File: src/rtl/alu_pkg.sv
// Shared types for the sequential ALU: opcodes, FSM states, result flags.
// Latency: n/a (types and pure functions only).
// Backpressure: n/a.
package alu_pkg;

    typedef enum logic [3:0] {
        OP_AND  = 4'b0000,
        OP_OR   = 4'b0001,
        OP_ADD  = 4'b0010,
        OP_RSV3 = 4'b0011,
        OP_NAND = 4'b0100,
        OP_NOR  = 4'b0101,
        OP_SUB  = 4'b0110,
        OP_SLT  = 4'b0111,
        OP_SLL  = 4'b1000,
        OP_SRL  = 4'b1001,
        OP_ADDU = 4'b1010,
        OP_SRA  = 4'b1011,
        OP_RSVC = 4'b1100,
        OP_RSVD = 4'b1101,
        OP_SUBU = 4'b1110,
        OP_SLTU = 4'b1111
    } alu_op_e;

    typedef enum logic [1:0] {
        ST_IDLE,
        ST_SHIFT,
        ST_DONE
    } state_e;

    // Shifts are the only ops that take the multi-cycle path.
    function automatic logic is_shift(input alu_op_e op);
        return (op == OP_SLL) || (op == OP_SRL) || (op == OP_SRA);
    endfunction

    // Unassigned encodings; they still complete, flagged as illegal.
    function automatic logic is_reserved(input alu_op_e op);
        return (op == OP_RSV3) || (op == OP_RSVC) || (op == OP_RSVD);
    endfunction

endpackage

File: src/rtl/alu_comb.sv
// Combinational datapath: logic ops, add/sub with carry/overflow, SLT/SLTU.
// Latency: 0 cycles (pure combinational).
// Backpressure: none; the caller decides when to register the outputs.
module alu_comb
    import alu_pkg::*;
#(
    parameter int WIDTH = 32
) (
    input  logic [WIDTH-1:0] a,
    input  logic [WIDTH-1:0] b,
    input  alu_op_e          op,
    output logic [WIDTH-1:0] res,
    output logic             carry,
    output logic             overflow,
    output logic             illegal
);

    logic             sub;
    logic [WIDTH-1:0] b_eff;
    logic [WIDTH-1:0] sum;
    logic             c_out;
    logic             ovf;
    logic             lt_s;
    logic             lt_u;

    // Shared adder: subtraction and both compares reuse a + ~b + 1.
    always_comb begin
        sub          = (op == OP_SUB) || (op == OP_SUBU) || (op == OP_SLT) || (op == OP_SLTU);
        b_eff        = sub ? ~b : b;
        {c_out, sum} = {1'b0, a} + {1'b0, b_eff} + {{WIDTH{1'b0}}, sub};
        ovf          = (a[WIDTH-1] == b_eff[WIDTH-1]) && (sum[WIDTH-1] != a[WIDTH-1]);
        // Signed less-than is N xor V of a-b; unsigned is a borrow (no carry).
        lt_s         = sum[WIDTH-1] ^ ovf;
        lt_u         = ~c_out;
    end

    // Result and flag selection per opcode.
    always_comb begin
        res      = '0;
        carry    = 1'b0;
        overflow = 1'b0;
        illegal  = 1'b0;
        unique case (op)
            OP_AND:  res = a & b;
            OP_OR:   res = a | b;
            OP_NAND: res = ~(a & b);
            OP_NOR:  res = ~(a | b);
            OP_ADD, OP_SUB: begin
                res      = sum;
                carry    = c_out;
                overflow = ovf;
            end
            OP_ADDU, OP_SUBU: begin
                res   = sum;
                carry = c_out;
            end
            OP_SLT:  res = {{(WIDTH-1){1'b0}}, lt_s};
            OP_SLTU: res = {{(WIDTH-1){1'b0}}, lt_u};
            // A zero-distance shift completes here with the source unchanged.
            OP_SLL, OP_SRL, OP_SRA: res = a;
            default: illegal = 1'b1;
        endcase
    end

endmodule

File: src/rtl/seq_alu.sv
// Registered ALU: 1-cycle logic/arith ops, shifts iterate one bit per cycle.
// Latency: 1 cycle for non-shift ops, n+1 cycles for a shift by n (n >= 1).
// Backpressure: result and flags hold while out_ready=0; in_ready drops during shifts and stalls.
module seq_alu
    import alu_pkg::*;
#(
    parameter int WIDTH = 32,
    parameter int SHW   = $clog2(WIDTH)
) (
    input  logic             clk,
    input  logic             rst_n,
    input  logic             in_valid,
    output logic             in_ready,
    input  logic [WIDTH-1:0] a,
    input  logic [WIDTH-1:0] b,
    input  logic [3:0]       alu_op,
    output logic             out_valid,
    input  logic             out_ready,
    output logic [WIDTH-1:0] result,
    output logic             zero,
    output logic             carry_out,
    output logic             overflow,
    output logic             illegal
);

    state_e           state_q;
    alu_op_e          op_q;
    logic [WIDTH-1:0] shreg_q;
    logic [SHW-1:0]   cnt_q;
    logic [WIDTH-1:0] result_q;
    logic             zero_q;
    logic             carry_q;
    logic             ovf_q;
    logic             illegal_q;
    logic             out_valid_q;

    alu_op_e          op_in;
    logic [SHW-1:0]   amt;
    logic             accept;
    logic [WIDTH-1:0] shift_d;
    logic [WIDTH-1:0] c_res;
    logic             c_carry;
    logic             c_ovf;
    logic             c_illegal;

    assign op_in  = alu_op_e'(alu_op);
    assign amt    = b[SHW-1:0];
    // DONE with a consumer taking the result frees the slot in the same cycle.
    assign in_ready = (state_q == ST_IDLE) || ((state_q == ST_DONE) && out_ready);
    assign accept   = in_valid && in_ready;

    // Single-cycle ops are evaluated straight off the request inputs.
    alu_comb #(
        .WIDTH(WIDTH)
    ) u_comb (
        .a        (a),
        .b        (b),
        .op       (op_in),
        .res      (c_res),
        .carry    (c_carry),
        .overflow (c_ovf),
        .illegal  (c_illegal)
    );

    // One-bit step of the in-flight shift; SRA refills from the sign bit.
    always_comb begin
        shift_d = shreg_q;
        unique case (op_q)
            OP_SLL:  shift_d = {shreg_q[WIDTH-2:0], 1'b0};
            OP_SRL:  shift_d = {1'b0, shreg_q[WIDTH-1:1]};
            OP_SRA:  shift_d = {shreg_q[WIDTH-1], shreg_q[WIDTH-1:1]};
            default: shift_d = shreg_q;
        endcase
    end

    // Control FSM plus the registered result, flags and shift state.
    always_ff @(posedge clk or negedge rst_n) begin
        if (!rst_n) begin
            state_q     <= ST_IDLE;
            op_q        <= OP_AND;
            shreg_q     <= '0;
            cnt_q       <= '0;
            result_q    <= '0;
            zero_q      <= 1'b0;
            carry_q     <= 1'b0;
            ovf_q       <= 1'b0;
            illegal_q   <= 1'b0;
            out_valid_q <= 1'b0;
        end else if (accept) begin
            op_q    <= op_in;
            shreg_q <= a;
            cnt_q   <= amt;
            if (is_shift(op_in) && (amt != '0)) begin
                state_q     <= ST_SHIFT;
                out_valid_q <= 1'b0;
            end else begin
                state_q     <= ST_DONE;
                out_valid_q <= 1'b1;
                result_q    <= c_res;
                zero_q      <= (c_res == '0);
                carry_q     <= c_carry;
                ovf_q       <= c_ovf;
                illegal_q   <= c_illegal;
            end
        end else begin
            unique case (state_q)
                ST_SHIFT: begin
                    shreg_q <= shift_d;
                    cnt_q   <= cnt_q - 1'b1;
                    // Last step: publish the shifted value directly.
                    if (cnt_q == SHW'(1)) begin
                        state_q     <= ST_DONE;
                        out_valid_q <= 1'b1;
                        result_q    <= shift_d;
                        zero_q      <= (shift_d == '0);
                        carry_q     <= 1'b0;
                        ovf_q       <= 1'b0;
                        illegal_q   <= 1'b0;
                    end
                end
                ST_DONE: begin
                    if (out_ready) begin
                        state_q     <= ST_IDLE;
                        out_valid_q <= 1'b0;
                    end
                end
                ST_IDLE: ;
                default: state_q <= ST_IDLE;
            endcase
        end
    end

    assign out_valid = out_valid_q;
    assign result    = result_q;
    assign zero      = zero_q;
    assign carry_out = carry_q;
    assign overflow  = ovf_q;
    assign illegal   = illegal_q;

endmodule

File: config.mk
export PLATFORM = sky130hd
export DESIGN_NAME = seq_alu
export DESIGN_NICKNAME = d
export VERILOG_FILES = /design/src/rtl/alu_pkg.sv /design/src/rtl/alu_comb.sv /design/src/rtl/seq_alu.sv
export SDC_FILE = /design/constraint.sdc
export NUM_CORES = 1
export LEC_CHECK = 0
export BUFFER_PORTS_ARGS = -buffer_cell sky130_fd_sc_hd__buf_2
export CAP_MARGIN = 10
export CORE_UTILIZATION = 50
export CTS_CLUSTER_SIZE = 30
export DETAILED_ROUTE_END_ITERATION = 16
export GPL_TIMING_DRIVEN = 0
export PLACE_DENSITY = 0.71
export SYNTH_ARGS = -nofsm -noshare
export SYNTH_HDL_FRONTEND = slang
export SYNTH_SLANG_ARGS = --single-unit
File: constraint.sdc
create_clock -name clk -period 2.92 [get_ports clk]
set_input_delay 0.438 -clock clk [delete_from_list [all_inputs] [get_ports clk]]
set_output_delay 0.438 -clock clk [all_outputs]
set_load 0.01 [all_outputs]
# Word-level counts from Yosys, hierarchy flattened
# Cells that the tools add are included.
# classes
addsub,3
multipliers,0
n_div,0
order_cmp,0
n_eq_ne,24
shifts,0
mux,36
bitwise,7
reduce_logical,25
# op_table
operator,n
$pmux W32 S8,1
$mux W32,7
$not A32 Y32,3
$pmux W32 S3,1
$logic_not A32 Y1,2
$eq A4 B4 Y1 const B,9
$add A32 B32 Y33,1
$add A33 B1 Y33,1
$and A32 B32 Y32,1
$or A32 B32 Y32,1
$mux W1,19
$eq A4 B3 Y1 const B,4
$reduce_or A13 Y1,1
$mux W5,2
$reduce_and A3 Y1,3
$mux W2,4
$logic_or A1 B1 Y1,6
$ne A3 B3 Y1 const B,2
$pmux W2 S3,1
$eq A5 B1 Y1 const B,1
$reduce_bool A5 Y1,1
$sub A5 B1 Y5 const B,1
$eq A4 B1 Y1 const B,1
$eq A4 B2 Y1 const B,1
16 further kinds,21
# word_totals
register_bits,80
latch_bits,0
mem_bits_rw,0
mem_bits_ro,0
in_bits,72
out_inout_bits,38
wordCells,105
memories,0

# Logic depth before layout (Yosys ltp)
# depth
ltp_word,14
ltp_mapped,18
depth_no_buf,14

# Hierarchy
# From an unflattened synthesis, not the netlist that was laid out.
# unflattened
hier_cells,1152
hier_area_um2,8369.3
# by_module_without_submodules
module,n_inst,cells_per_inst,area_each_um2,seq_area_each_um2
seq_alu,1,607,4792.1,2001.9
alu_comb,1,545,3577.2,0.0

# Worst setup path before layout
# No wires, ideal clock.
# synth_path
path_type,in2reg
from,input alu_op[1]
to,register result_q[30] (netlist: result[30])
setup_ps,121
t_arrival_ps,4162
t_required_ps,2799
path_slack_ps,-1363
path_stages,17
path_buffers,4
path_cell_list,buf_2 clkbuf_1 clkbuf_1 nand2_1 buf_1 xnor2_1 ha_1 a21oi_1 nand2_1 o41a_1 o31ai_1 o311a_1 o21ai_1 xor2_1 a221oi_1 nor2_1 o22a_1
# synth_via
elab_chain_cells,10
elab_cells_between_ends,29
cone_classes,add/sub (2); eq/ne (13); mux (4); reduce/logical (10)
# synth_lines
element,line_no,text
start: declaration,seq_alu.sv:16,"input logic [3:0] alu_op,"
$eq A4 B3 Y1 or $eq A4 B4 Y1 (tied branches),"alu_comb.sv:28, alu_comb.sv:43",
$logic_or A1 B1 Y1 (3 in a row),alu_comb.sv:28,sub = (op == OP_SUB) || (op == OP_SUBU) || (op == OP_SLT) || (op == OP_SLTU);
$mux W32,alu_comb.sv:29,b_eff = sub ? ~b : b;
$add A32 B32 Y33,alu_comb.sv:30,"{c_out, sum} = {1'b0, a} + {1'b0, b_eff} + {{WIDTH{1'b0}}, sub};"
$add A33 B1 Y33,alu_comb.sv:30,
$pmux W32 S8,alu_comb.sv:43,unique case (op)
$mux W32,seq_alu.sv:93,if (is_shift(op_in) && (amt != '0)) begin
$mux W32,seq_alu.sv:89,end else if (accept) begin
end signal: assignment,seq_alu.sv:99,result_q <= c_res;
end signal: assignment,seq_alu.sv:114,result_q <= shift_d;
end: declaration,seq_alu.sv:30,logic [WIDTH-1:0] result_q;
# Several ways; a longest one is shown, not always the timed one. The select of a mux whose other input is x is not followed.
# A chain may end at the register's enable or synchronous reset.

# Final worst setup path
# layout_path
from,input alu_op[1]
to,register zero_q (netlist: zero)
# layout_via
elab_chain_cells,14
elab_cells_between_ends,35
cone_classes,add/sub (2); eq/ne (15); mux (4); bitwise (2); reduce/logical (12)
# layout_lines
element,line_no,text
$eq A4 B3 Y1 or $eq A4 B4 Y1 (tied branches),"alu_comb.sv:28, alu_comb.sv:43",
$logic_or A1 B1 Y1 (3 in a row),alu_comb.sv:28,
$mux W32,alu_comb.sv:29,
$add A32 B32 Y33,alu_comb.sv:30,
$add A33 B1 Y33,alu_comb.sv:30,
$ne A1 B1 Y1,alu_comb.sv:31,ovf = (a[WIDTH-1] == b_eff[WIDTH-1]) && (sum[WIDTH-1] != a[WIDTH-1]);
$logic_and A1 B1 Y1,alu_comb.sv:31,
$xor A1 B1 Y1,alu_comb.sv:33,lt_s = sum[WIDTH-1] ^ ovf;
$pmux W32 S8,alu_comb.sv:43,
$logic_not A32 Y1,seq_alu.sv:100,zero_q <= (c_res == '0);
$mux W1,seq_alu.sv:93,
$mux W1,seq_alu.sv:89,
end signal: assignment,seq_alu.sv:100,
end signal: assignment,seq_alu.sv:115,zero_q <= (shift_d == '0);
end: declaration,seq_alu.sv:31,logic zero_q;
# Several ways; a longest one is shown, not always the timed one. The select of a mux whose other input is x is not followed.

==> run_results.csv <==
group,metric,value,unit
clock_network,insertion_delay,0.34,ns
outcome,violations,"setup timing",
floorplan,start_util,51.2,%
pwr,switching_share,43.0,%
placed_design,pre_cts_ws,-1.68,ns
grt,grt_use_met3,6.85,%
synth,synth_edf_count,0,
pwr,leakage,4.57,nW
synth,synth_flop_cell,"dfrtp_1",
drt,via_per_inst,6.79,
drt,antenna_left,0,
floorplan,io_pins,110,
placed_design,numPortBuffers,108,
drt,wirelength,34.1,mm
critical_path,start_kind,"input pin",
critical_path,end_kind,"register",
floorplan,die-area,0.0167,mm^2
clock_network,cts_hold_buf,0,
synth,synthCells,1088,
synth,synth_top_family_by_area,"compound AO/OA/AOI/OAI gates",
pwr,power.net_switching,2.67,mW
synth,ys_ff_latch,80,
placed_design,dp_hpwl,24.5,mm
sta,setup_ws,-0.567,ns
pwr,combPwrFrac,52.6,%
cells_and_area,area_growth,35.8,%
cells_and_area,post-route-util,69.5,%
pwr,power.density,565,mW/mm^2
outcome,status,"finished, violations left",
clock_network,cts-root-buf,"clkbuf_16",
pwr,peakVddDrop,0.000420,V
synth,synth_nets,1198,
clock_network,cts-buffers-inserted,9,
synth,syn_area,0.00810,mm^2
floorplan,die_x,129,um
min_path,hold_path_class,"input pin to asynchronous set/reset pin",
cells_and_area,finalInstanceArea,0.0110,mm^2
grt,grt_pass1_wl,50.2,mm
critical_path,worstPathMaxFanout,8,
placed_design,place_area,0.00919,mm^2
floorplan,die_h,129,um
grt,grt.busiest_layer,"met2",
drt,drc,0,
clock_network,path_clk_slew,0.06,ns
sta,max_slew_margin,40.1,%
sta,final.min_clock_period,3.49,ns
drt,vias,10132,
sta,rsz0062_at_grt,"yes",
job,max_cap_viol_count,0,
synth,muxShareOfSynthArea,0.633,%
drt,drtPass1Iterations,12,
synth,yosysSeqAreaShare,24.7,%
cells_and_area,n_antenna_cell,0,
synth,syn_area_per_cell,7.45,um^2
critical_path,reg2reg_from,"op_q[2]",
sta,hold_violations,0,
floorplan,placeableCoreArea,0.0158,mm^2
synth,synth-simple-area-share,19.5,%
synth,async_flop_share,100,%
sta,min_period_over_period,119,%
critical_path,reg2reg_depth,9,
clock_network,tritoncts,"done",
synth,synth-compound-area-share,36.8,%
synth,synthXorXnorAreaFrac,5.84,%
sta,worstMarginPinSlew,0.898,ns
clock_network,cts_max_level,3,
synth,yosys_warnings,0,
critical_path,critPathKind,"input pin to register",
sta,finalSetupViolCount,22,
clock_network,cts.sinks,80,
critical_path,r2r-end,"zero",
synth,synth_fa_ha_area_share,7.69,%
grt,grt_usage,39.7,%
grt,grt_use_met2,60.9,%
pwr,power.internal,3.54,mW
critical_path,worstPathArrival,3.76,ns
sta,fin_worst_skew,0.00587,ns
cells_and_area,fill_cells,1271,
grt,grtUsageMet1,52.9,%
sta,slew_viol_final,0,
drt,drt_first_iter_violations,1600,
cells_and_area,drive_gt1_share,27.6,%
drt,routedWlPerCell,22.9,um
pwr,p_clk_share,19.4,%
grt,grt_max_degree,47,
pwr,seq_power_share,28.0,%
cells_and_area,finish.net_count,1382,
placed_design,gp_congestion,0.963,
grt,grt-ovfl-total,0,
grt,antenna_found_initial,0,
clock_network,clockBufferDepth,2,
synth,yosys.cell_types.count,74,
critical_path,worst_ep_required_time,3.20,ns
grt,grt_pass1_vias,9151,
sta,fmax,0.287,GHz
floorplan,row_count,46,
critical_path,regToRegSetupSlack,-0.13,ns
[per-layer routing]
metal  routed length (um)  up-vias
li1                     -     4483
met1                13700     4747
met2                14900      735
met3                 3480      167
met4                 2130        0
met5                    0        -
[worst max-delay path by stage]
| stage | startpoint | to | slack (ns) | cells past startpoint |
|---|---|---|---|---|
| final | alu_op[1] | zero | -0.57 | 18 |
| after global placement | alu_op[2] | zero | -1.71 | 17 |
| after detailed placement | alu_op[2] | zero | -1.68 | 17 |
| after global routing | alu_op[1] | zero | -0.67 | 18 |
| after CTS | alu_op[1] | zero | -0.65 | 17 |
| after floorplan | alu_op[1] | result[30] | -0.51 | 18 |
[flip-flops by register name, summed over array words and instances (netlist names)]
signal,flops
state_q,2
shreg_q,32
illegal,1
zero,1
overflow,1
out_valid,1
result,32
cnt_q,5
op_q,4
carry_out,1
[layout by cell type (no fill, tap or decap), types with 16 or more instances in the layout]
master,count
a21o_1,16
a21oi_1,100
a221oi_2,16
a222oi_1,24
a22oi_1,35
buf_2,114
buf_4,55
clkbuf_1,46
dfrtp_1,80
ha_1,24
inv_1,21
nand2_1,118
nand4_1,16
nor2_1,92
nor2b_1,20
o21ai_0,122
xnor2_1,27
[cell usage after synthesis, types with 4 or more instances]
| library cell | n | area share (%) |
|---|---|---|
| nand3_1 | 14 | 0.86 |
| a21oi_1 | 118 | 7.3 |
| nor4_1 | 8 | 0.62 |
| nand2_1 | 121 | 5.6 |
| buf_1 | 9 | 0.42 |
| nand4_1 | 16 | 1.2 |
| xnor2_1 | 44 | 4.8 |
| a222oi_1 | 24 | 3.0 |
| nor3_1 | 11 | 0.68 |
| a211oi_1 | 12 | 1.1 |
| and2_1 | 8 | 0.62 |
| a31oi_1 | 5 | 0.39 |
| clkbuf_1 | 54 | 2.5 |
| ha_1 | 37 | 5.7 |
| o21ai_1 | 5 | 0.31 |
| nor2b_1 | 20 | 1.5 |
| o22a_1 | 7 | 0.76 |
| mux2i_1 | 4 | 0.49 |
| and3_1 | 8 | 0.62 |
| inv_1 | 23 | 1.1 |
| dfrtp_1 | 80 | 25 |
| o211ai_1 | 6 | 0.56 |
| o21ai_0 | 147 | 9.1 |
| a21o_1 | 16 | 1.5 |
| a221o_1 | 6 | 0.74 |
| nand2b_1 | 5 | 0.39 |
| o21a_1 | 10 | 0.93 |
| o31ai_1 | 4 | 0.37 |
| xor2_1 | 10 | 1.1 |
| maj3_1 | 14 | 1.7 |
| o22ai_1 | 5 | 0.39 |
| a221oi_1 | 22 | 2.4 |
| a22oi_1 | 37 | 3.4 |
| or2_2 | 5 | 0.39 |
| nor2_1 | 96 | 4.4 |
| buf_2 | 11 | 0.68 |
[cell families (layout without fill, tap and decap cells)]
| group | Yosys count | in the layout |
|---|---|---|
| AO/OA/AOI/OAI | 464 | 464 |
| AND/OR/NAND/NOR | 334 | 334 |
| buffers and inverters | 99 | 288 |
| flip-flops | 80 | 80 |
| XOR/XNOR | 54 | 54 |
| adder cells (fa/ha/maj) | 52 | 52 |
| multiplexers | 5 | 5 |
[what timing repair did]
item	4_1_cts	5_1_grt
pin swaps	49	64
buffers inserted	38	30
resized for setup	120	76
gates cloned	2	0
endpoints found under the setup margin	31	28
[worst max-delay path: stages]
cell and delay (ns):
buf_12 0.08, clkbuf_16 0.13, nand2_8 0.09, buf_12 0.16
buf_8 0.12, xnor2_2 0.12, ha_1 0.32, buf_8 0.15
nand4_1 0.17, inv_1 0.09, a22oi_2 0.30, a31oi_4 0.19
a311oi_2 0.33, xnor2_1 0.15, a221oi_2 0.36, nand4_1 0.19
nor3_2 0.18, a41o_1 0.18
[power groups by stage]
stage / clock, mW / combinational, mW / sequential, mW
finish: 1.21 / 3.27 / 1.74
global route: 1.25 / 3.49 / 1.77
detailed placement: 0 / 2.60 / 1.73
CTS: 1.20 / 2.94 / 1.72
floorplan: 0 / 1.67 / 1.74
global placement: 0 / 2.56 / 1.73
[layout make-up]
class,instances,area (um^2),share of cell area (%)
multi-input combinational,909,6700,60.9
sequential,80,2000,18.2
timing repair buffer,176,1200,10.9
buffer,72,432,3.92
tap,216,270,2.46
clock buffer,10,229,2.08
inverter,24,90.1,0.819
clock inverter,6,83.8,0.762
[metrics by stage]
| stage | setup TNS, ns | hold WS [ns] | total power [mW] | cells |
|---|---|---|---|---|
| after floorplan | -4.31 | 0.142 | 3.41 | 1088 |
| after global placement | -31.69 | 0.457 | 4.29 | 1412 |
| after detailed placement | -31.62 | 0.430 | 4.33 | 1413 |
| after CTS | -5.87 | 0.0744 | 5.86 | 1468 |
| after global routing | -7.19 | 0.0845 | 6.51 | 1493 |
| final | -5.66 | 0.0613 | 6.21 | 1493 |
No activity file was read; power rests on OpenSTA's default activity.
